===== config.mk =====
export PLATFORM = sky130hd
export DESIGN_NAME = bp_stall_profiler_bank_flat
export DESIGN_NICKNAME = d
export VERILOG_FILES = /design/src/rtl/bp_profiler_pkg.sv /design/src/rtl/bp_stall_profiler_bank_if.sv /design/src/rtl/bp_profiler_ctr.sv /design/src/rtl/bp_stall_profiler_bank.sv /design/src/flat_wrapper.sv
export SDC_FILE = /design/constraint.sdc
export NUM_CORES = 2
export LEC_CHECK = 0
export ABC_CLOCK_PERIOD_IN_PS = 5100
export CAP_MARGIN = 20
export CORE_UTILIZATION = 46
export DETAILED_ROUTE_END_ITERATION = 10
export HOLD_SLACK_MARGIN = 0.12
export PLACE_DENSITY_LB_ADDON = 0.1
export SYNTH_ARGS = -nofsm -noshare
export SYNTH_HDL_FRONTEND = slang
export SYNTH_SLANG_ARGS = --single-unit

===== constraint.sdc =====
create_clock -name clk_i -period 5.1 [get_ports clk_i]
set_input_delay 1.53 -clock clk_i [delete_from_list [all_inputs] [get_ports clk_i]]
set_output_delay 1.53 -clock clk_i [all_outputs]
set_load 0.02 [all_outputs]

===== src/rtl/bp_profiler_pkg.sv =====
// Shared types and constants for the stall-accounting profiler bank.
// Contents:
//   bp_profiler_state_e : controller state (idle / run / clear)
//   instret_offset, cycles_offset, instret_addr(), cycles_addr() :
//      location of the two fixed counters after the N reason counters
//   bp_stall_reason_e   : default stall-reason encoding (reason 0 = unknown)
package bp_profiler_pkg;

   typedef enum logic [1:0] {
      e_idle  = 2'd0,
      e_run   = 2'd1,
      e_clear = 2'd2
   } bp_profiler_state_e;

   // The two fixed counters sit directly above the N reason counters.
   localparam int unsigned instret_offset = 0;
   localparam int unsigned cycles_offset  = 1;

   function automatic int unsigned instret_addr(input int unsigned num_reasons);
      return num_reasons + instret_offset;
   endfunction

   function automatic int unsigned cycles_addr(input int unsigned num_reasons);
      return num_reasons + cycles_offset;
   endfunction

   // Default reason encoding carried over from the fixed 24-reason profiler.
   typedef enum logic [4:0] {
      e_reason_unknown         = 5'd0,
      e_reason_ic_miss         = 5'd1,
      e_reason_br_ovr          = 5'd2,
      e_reason_ret_ovr         = 5'd3,
      e_reason_icache_fence    = 5'd4,
      e_reason_fe_cmd          = 5'd5,
      e_reason_fe_cmd_fence    = 5'd6,
      e_reason_mispredict      = 5'd7,
      e_reason_control_haz     = 5'd8,
      e_reason_long_haz        = 5'd9,
      e_reason_data_haz        = 5'd10,
      e_reason_aux_dep         = 5'd11,
      e_reason_load_dep        = 5'd12,
      e_reason_mul_dep         = 5'd13,
      e_reason_fma_dep         = 5'd14,
      e_reason_sb_iraw_dep     = 5'd15,
      e_reason_sb_fraw_dep     = 5'd16,
      e_reason_sb_iwaw_dep     = 5'd17,
      e_reason_sb_fwaw_dep     = 5'd18,
      e_reason_struct_haz      = 5'd19,
      e_reason_dcache_miss     = 5'd20,
      e_reason_dcache_rollback = 5'd21,
      e_reason_exception       = 5'd22,
      e_reason_cmd_fence       = 5'd23
   } bp_stall_reason_e;

endpackage


===== src/rtl/bp_stall_profiler_bank_if.sv =====
// Software read port of the profiler bank.
// Signals:
//   rd_v      request valid (one per cycle, no backpressure)
//   rd_addr   0..N-1 reason counters, N instret, N+1 cycles
//   rd_data_v read data valid, one cycle after rd_v
//   rd_data   read data, holds when rd_data_v is low
interface bp_stall_profiler_bank_if #(
   parameter int unsigned addr_width_p = 5,
   parameter int unsigned data_width_p = 32
) ();

   logic                    rd_v;
   logic [addr_width_p-1:0] rd_addr;
   logic                    rd_data_v;
   logic [data_width_p-1:0] rd_data;

   modport master (output rd_v, output rd_addr, input rd_data_v, input rd_data);
   modport slave  (input rd_v, input rd_addr, output rd_data_v, output rd_data);

endinterface


===== src/rtl/bp_profiler_ctr.sv =====
// Single profiler counter: synchronous clear, increment, saturate-or-wrap
// at all-ones, and a sticky overflow flag.
// Ports:
//   clk, rst_n   clock, async active-low reset
//   clr          zero the count and the overflow flag (wins over inc)
//   inc          increment this cycle
//   count_next_c value the count takes at the next edge (for snapshots)
//   overflow     sticky, set by any increment attempted at all-ones
module bp_profiler_ctr #(
   parameter int unsigned width_p    = 32,
   parameter int unsigned saturate_p = 1
) (
   input  logic               clk,
   input  logic               rst_n,
   input  logic               clr,
   input  logic               inc,
   output logic [width_p-1:0] count_next_c,
   output logic               overflow
);

   logic [width_p-1:0] count_q;
   logic               overflow_next;

   // Next count and overflow flag.
   always_comb begin
      count_next_c  = count_q;
      overflow_next = overflow;
      if (clr) begin
         count_next_c  = '0;
         overflow_next = 1'b0;
      end else if (inc) begin
         if (&count_q) begin
            overflow_next = 1'b1;
            count_next_c  = (saturate_p != 0) ? count_q : '0;
         end else begin
            count_next_c = count_q + width_p'(1);
         end
      end
   end

   always_ff @(posedge clk or negedge rst_n) begin
      if (!rst_n) begin
         count_q  <= '0;
         overflow <= 1'b0;
      end else begin
         count_q  <= count_next_c;
         overflow <= overflow_next;
      end
   end

endmodule


===== src/rtl/bp_stall_profiler_bank.sv =====
// Stall-accounting counter bank: per-reason stall cycles, retired
// instructions and total cycles in a live bank, copied on snapshot into a
// shadow bank that serves software reads with one cycle of latency.
// Ports:
//   clk_i, reset_n_i   clock, async active-low reset
//   freeze_i           core frozen, nothing counts
//   en_i               counting enable (level)
//   clear_i            zero live bank and overflow flags (pulse)
//   snapshot_i         copy live bank to shadow bank (pulse)
//   instret_i          instruction retired this cycle
//   stall_v_i          stall_reason_i valid
//   stall_reason_i     encoded stall reason
//   rd                 read port (slave side)
//   busy_o             high while the bank is being cleared
//   overflow_o         sticky per-counter overflow, read-address index map
module bp_stall_profiler_bank
   import bp_profiler_pkg::*;
#(
   parameter  int unsigned num_reasons_p   = 24,
   parameter  int unsigned ctr_width_p     = 32,
   parameter  int unsigned saturate_p      = 1,
   localparam int unsigned addr_width_lp   = $clog2(num_reasons_p + 2),
   localparam int unsigned reason_width_lp = $clog2(num_reasons_p)
) (
   input  logic                       clk_i,
   input  logic                       reset_n_i,
   input  logic                       freeze_i,
   input  logic                       en_i,
   input  logic                       clear_i,
   input  logic                       snapshot_i,
   input  logic                       instret_i,
   input  logic                       stall_v_i,
   input  logic [reason_width_lp-1:0] stall_reason_i,
   bp_stall_profiler_bank_if.slave    rd,
   output logic                       busy_o,
   output logic [num_reasons_p+1:0]   overflow_o
);

   localparam int unsigned num_ctrs_lp    = num_reasons_p + 2;
   localparam int unsigned instret_idx_lp = instret_addr(num_reasons_p);
   localparam int unsigned cycles_idx_lp  = cycles_addr(num_reasons_p);
   localparam int unsigned shadow_depth_lp = 1 << addr_width_lp;

   bp_profiler_state_e state_q, state_next;

   logic                     count_en_c;
   logic                     snap_take_c;
   logic                     clr_c;
   logic [num_ctrs_lp-1:0]   inc_c;
   logic [ctr_width_p-1:0]   live_next [num_ctrs_lp];
   logic [ctr_width_p-1:0]   shadow_q  [shadow_depth_lp];

   // Controller next state; clear_i wins from any state.
   always_comb begin
      state_next = state_q;
      if (clear_i) begin
         state_next = e_clear;
      end else begin
         case (state_q)
            e_idle:  if (en_i)  state_next = e_run;
            e_run:   if (!en_i) state_next = e_idle;
            e_clear: state_next = en_i ? e_run : e_idle;
            default: state_next = e_idle;
         endcase
      end
   end

   always_ff @(posedge clk_i or negedge reset_n_i) begin
      if (!reset_n_i) begin
         state_q <= e_idle;
         busy_o  <= 1'b0;
      end else begin
         state_q <= state_next;
         busy_o  <= (state_next == e_clear);
      end
   end

   assign count_en_c  = (state_q == e_run) && !freeze_i;
   assign clr_c       = (state_q == e_clear);
   assign snap_take_c = snapshot_i && !clear_i && (state_q != e_clear);

   // One-hot increment: cycles always, plus exactly one of instret or a reason.
   always_comb begin
      inc_c = '0;
      if (count_en_c) begin
         inc_c[cycles_idx_lp] = 1'b1;
         if (instret_i) begin
            inc_c[instret_idx_lp] = 1'b1;
         end else if (stall_v_i && (32'(stall_reason_i) < num_reasons_p)) begin
            inc_c[addr_width_lp'(stall_reason_i)] = 1'b1;
         end else begin
            inc_c[0] = 1'b1;
         end
      end
   end

   for (genvar i = 0; i < num_ctrs_lp; i++) begin : g_ctr
      bp_profiler_ctr #(
         .width_p    (ctr_width_p),
         .saturate_p (saturate_p)
      ) u_ctr (
         .clk          (clk_i),
         .rst_n        (reset_n_i),
         .clr          (clr_c),
         .inc          (inc_c[i]),
         .count_next_c (live_next[i]),
         .overflow     (overflow_o[i])
      );
   end

   // Shadow bank padded to the full address space; the unused upper
   // entries stay zero so out-of-range reads return 0 without a compare.
   always_ff @(posedge clk_i or negedge reset_n_i) begin
      if (!reset_n_i) begin
         for (int i = 0; i < shadow_depth_lp; i++) shadow_q[i] <= '0;
      end else if (snap_take_c) begin
         for (int i = 0; i < num_ctrs_lp; i++) shadow_q[i] <= live_next[i];
      end
   end

   // Read port: one-cycle latency, data holds between reads.
   always_ff @(posedge clk_i or negedge reset_n_i) begin
      if (!reset_n_i) begin
         rd.rd_data_v <= 1'b0;
         rd.rd_data   <= '0;
      end else begin
         rd.rd_data_v <= rd.rd_v;
         if (rd.rd_v) rd.rd_data <= shadow_q[rd.rd_addr];
      end
   end

endmodule


===== src/flat_wrapper.sv =====
// flat-port wrapper written by rule: the top's interface ports become plain ports
module bp_stall_profiler_bank_flat import bp_profiler_pkg::*;
#(
   parameter  int unsigned num_reasons_p   = 24,
   parameter  int unsigned ctr_width_p     = 32,
   parameter  int unsigned saturate_p      = 1,
   localparam int unsigned addr_width_lp   = $clog2(num_reasons_p + 2),
   localparam int unsigned reason_width_lp = $clog2(num_reasons_p)
)
  (clk_i, reset_n_i, freeze_i, en_i, clear_i, snapshot_i, instret_i, stall_v_i, stall_reason_i, busy_o, overflow_o, rd_rd_v, rd_rd_addr, rd_rd_data_v, rd_rd_data);
  bp_stall_profiler_bank_if #(.addr_width_p((5)), .data_width_p(32)) rd_i ();
  input  logic clk_i;
  input  logic reset_n_i;
  input  logic freeze_i;
  input  logic en_i;
  input  logic clear_i;
  input  logic snapshot_i;
  input  logic instret_i;
  input  logic stall_v_i;
  input  logic [reason_width_lp-1:0] stall_reason_i;
  output logic busy_o;
  output logic [num_reasons_p+1:0] overflow_o;
  input wire logic [$bits(rd_i.rd_v)-1:0] rd_rd_v;
  input wire logic [$bits(rd_i.rd_addr)-1:0] rd_rd_addr;
  output wire logic [$bits(rd_i.rd_data_v)-1:0] rd_rd_data_v;
  output wire logic [$bits(rd_i.rd_data)-1:0] rd_rd_data;
  assign rd_i.rd_v = rd_rd_v;
  assign rd_i.rd_addr = rd_rd_addr;
  assign rd_rd_data_v = rd_i.rd_data_v;
  assign rd_rd_data = rd_i.rd_data;
  bp_stall_profiler_bank #(.num_reasons_p(num_reasons_p), .ctr_width_p(ctr_width_p), .saturate_p(saturate_p)) u_core (.clk_i(clk_i), .reset_n_i(reset_n_i), .freeze_i(freeze_i), .en_i(en_i), .clear_i(clear_i), .snapshot_i(snapshot_i), .instret_i(instret_i), .stall_v_i(stall_v_i), .stall_reason_i(stall_reason_i), .rd(rd_i), .busy_o(busy_o), .overflow_o(overflow_o));
endmodule

==> impl_metrics.yaml <==
sta:
  setup_tns_ns: 0
  finalSetupViolations: 0
  tightest_slew_ns: 1.10
  rsz0062_at_grt: "false"
  fin_crit_ns: 4.11
  finalHoldViolCount: 0
  slew_headroom: 0.260
  holdWs_ns: 0.472
  finalCritPeriodShare: 0.806
  finalMaxSlewViolations: 0
  max_freq_mhz: 243
  finClkSkew_ns: 0.0305
clock_tree:
  htreeDepth: 4
  cts_hold_buffers: 0
  cts_setup_buffers: 0
  clock_latency_ns: 0.84
  cts_tree: "built"
  clock-sinks: 1726
  cts-buffers-inserted: 187
  root_buffer: "clkbuf_16"
  cts_resized: 0
  path_clk_slew_ns: 0.06
  clock_path_buffers: 3
detailed_routing:
  drt_first_pass_iters: 10
  wl_per_cell_um: 22.8
  drtAntennaViolNets: 0
  drtIter0Drc: 5607
  via_per_inst: 5.73
  finalWirelength_mm: 243
  route.detailed.drc: 10
  vias: 61200
status:
  violations: "DRC"
  status: "complete, but fails checks"
logic_synthesis:
  synth_cell_type_count: 85
  netlist_area_um2: 81700
  ys_dominant_reg_cell: "dfrtp_1"
  synth_top_family_by_area: "simple AND/OR/NAND/NOR gates"
  muxShareOfSynthArea: 0.0655
  synth_common_cells: "dfrtp_1 (1,726), nand2_1 (1,144), nor2_1 (1,097)"
  async_reset_ff_frac: 1.00
  syn_area_per_cell_um2: 9.96
  ys_seq_elements: 1726
  synth.area.top_cells: "dfrtp_1 (53%), mux4_2 (5.3%), nand2_1 (5.3%)"
  yosysWarnings: 192
  synth_top_cell_by_area: "dfrtp_1"
  ys_seq_area_frac: 0.529
  postSynthCellCount: 8199
  synth_edf_count: 0
  synth_top_cell_area_share: 0.529
  synth.net_count: 8244
  yosysMostFrequentCell: "dfrtp_1"
  synthXorXnorAreaFrac: 0.0841
  synthAdderAreaFrac: 0.00398
  synthSimpleGateAreaFrac: 0.215
  synth-compound-area-share: 0.0754
floorplan:
  rows: 154
  initial_core_util: 0.463
  die_h_um: 423
  core_um2: 176000
  ioPinCount: 79
  die-area_um2: 179000
  die-width_um: 423
placed_design:
  dp.cells: 10300
  place_congestion: 0.945
  dp_hpwl_mm: 175
  place_area_um2: 85400
  port_buffers: 78
global_route:
  grt_pass1_vias: 59700
  antenna_found_initial: 12
  grt_pass1_wl_mm: 373
  grt_max_degree: 215
  grt-ovfl-total: 0
  grt_util_all_layers: 0.273
pwr:
  power_frac_seq: 0.480
  leakagePower_nw: 38.3
  internal_power_w: 0.0221
  powerDensity_nw_per_um2: 315
  clkPwrFrac: 0.477
  peakVddDrop_uv: 333
  switchingPower_w: 0.00672
  sw_frac_of_total: 0.233
  finalPower_w: 0.0288
  comb_power_share: 0.043
setup_path:
  r2r-start: "u_core.g_ctr[11].u_ctr.count_q[0]"
  crit_path_end: "u_core.shadow_q[798]"
  worstRegToRegCells: 7
  critPathCaptureType: "flip-flop"
  reg2reg_slack_ns: 1.38
  crit_start: "instret_i"
  critical_path.max_fanout: 22
  reg2reg_to: "u_core.shadow_q[648]"
  cp.arrival_ns: 4.79
  required_ns: 5.78
  critical_path_class: "input port to flip-flop"
  start_kind: "input port"
layout:
  fill_cells: 15900
  fin_area_um2: 91600
  syn_to_final_growth_pct: 12.2
  nNetsFinal: 8221
  instances_no_fill: 10700
  drive_above_1_share: 0.0934
min_path:
  hold_path.class: "flip-flop to flip-flop"
run:
  max_cap_violations: 0
-- power groups by stage --
stage | logic [W] | registers, W | clock network (W)
6_report | 0.00124 | 0.0138 | 0.0138
5_1_grt | 0.00136 | 0.0138 | 0.0146
4_1_cts | 0.00127 | 0.0138 | 0.0141
3_5_place_dp | 0.00126 | 0.0141 | 0
3_3_place_gp | 0.00126 | 0.0141 | 0
2_1_floorplan | 0.000550 | 0.0141 | 0
-- final cells by class --
cell class,instances,area [µm²],share of cell area
sequential,1726,43200,0.471
antenna,4,10.0,0.000109
timing repair buffer,261,2680,0.0293
clock buffer,279,5550,0.0606
multi-input combinational,5930,36300,0.397
clock inverter,61,658,0.00718
tap,2340,2930,0.0320
inverter,70,263,0.00287
-- worst min path at each step --
stage	startpoint	endpoint	slack [ns]	cells past startpoint
6_report	u_core.shadow_q[387]	u_core.shadow_q[387]	0.47	2
5_1_grt	u_core.shadow_q[427]	u_core.shadow_q[427]	0.49	2
4_1_cts	u_core.shadow_q[284]	u_core.shadow_q[284]	0.48	2
3_5_place_dp	u_core.shadow_q[284]	u_core.shadow_q[284]	0.46	2
3_3_place_gp	u_core.shadow_q[655]	u_core.shadow_q[655]	0.46	2
2_1_floorplan	u_core.shadow_q[439]	u_core.shadow_q[439]	0.44	2
-- critical path, cell delays in order --
cell and delay (ns):
clkdlybuf4s50_1 0.50, or4b_4 0.86, nor3_4 0.63, nand4_1 0.52, nor3_1 0.36, xnor2_1 0.18, o21ai_0 0.14
-- sequential cells by signal, summed over array words and instances, names as in the netlist --
register and flops:
u_core.g_ctr.u_ctr.overflow 26, u_core.g_ctr.u_ctr.count_q 832, u_core.busy_o 1, u_core.rd.rd_data_v 1, u_core.rd.rd_data 32, u_core.shadow_q 832, u_core.state_q 2
-- routing by layer --
metal  wire length, µm  up-vias  track usage
li1                  -    28600            -
met1            113000    30700        0.400
met4              8910        0        0.102
met5                 0        -            0
met2            109000     1541        0.411
met3             13000      357       0.0392
-- logic make-up (layout without fill, tap and decap cells) --
| kind of cell | count (synthesis) | in the layout |
|---|---|---|
| mux | 290 | 290 |
| xor+xnor | 784 | 784 |
| simple gates | 3729 | 3729 |
| fa+ha+maj | 26 | 26 |
| compound gates | 1101 | 1101 |
| buf+inv | 543 | 671 |
| flops | 1726 | 1726 |
| other cells | 0 | 4 |
-- stage by stage --
step                utilization  worst slack, ns
finish                    0.520            0.992
global route              0.520            0.920
CTS                       0.520             1.08
detailed placement        0.484            0.229
global placement          0.484            0.304
floorplan                     -             1.42
-- cell usage in the layout (no fill, tap or decap), types with 45 or more instances in the layout --
master,count
dfrtp_1,1726
nand2_1,1144
nor2_1,1096
o21ai_0,829
xnor2_1,408
nand3_1,376
xor2_1,376
nand4_1,328
nor3_1,244
mux4_2,192
clkbuf_16,192
and3_1,140
buf_4,140
nor4_1,91
and4_1,80
a21oi_1,80
clkdlybuf4s50_1,73
inv_1,70
mux2i_1,63
clkbuf_1,45
(Power assumes the default switching activity.)
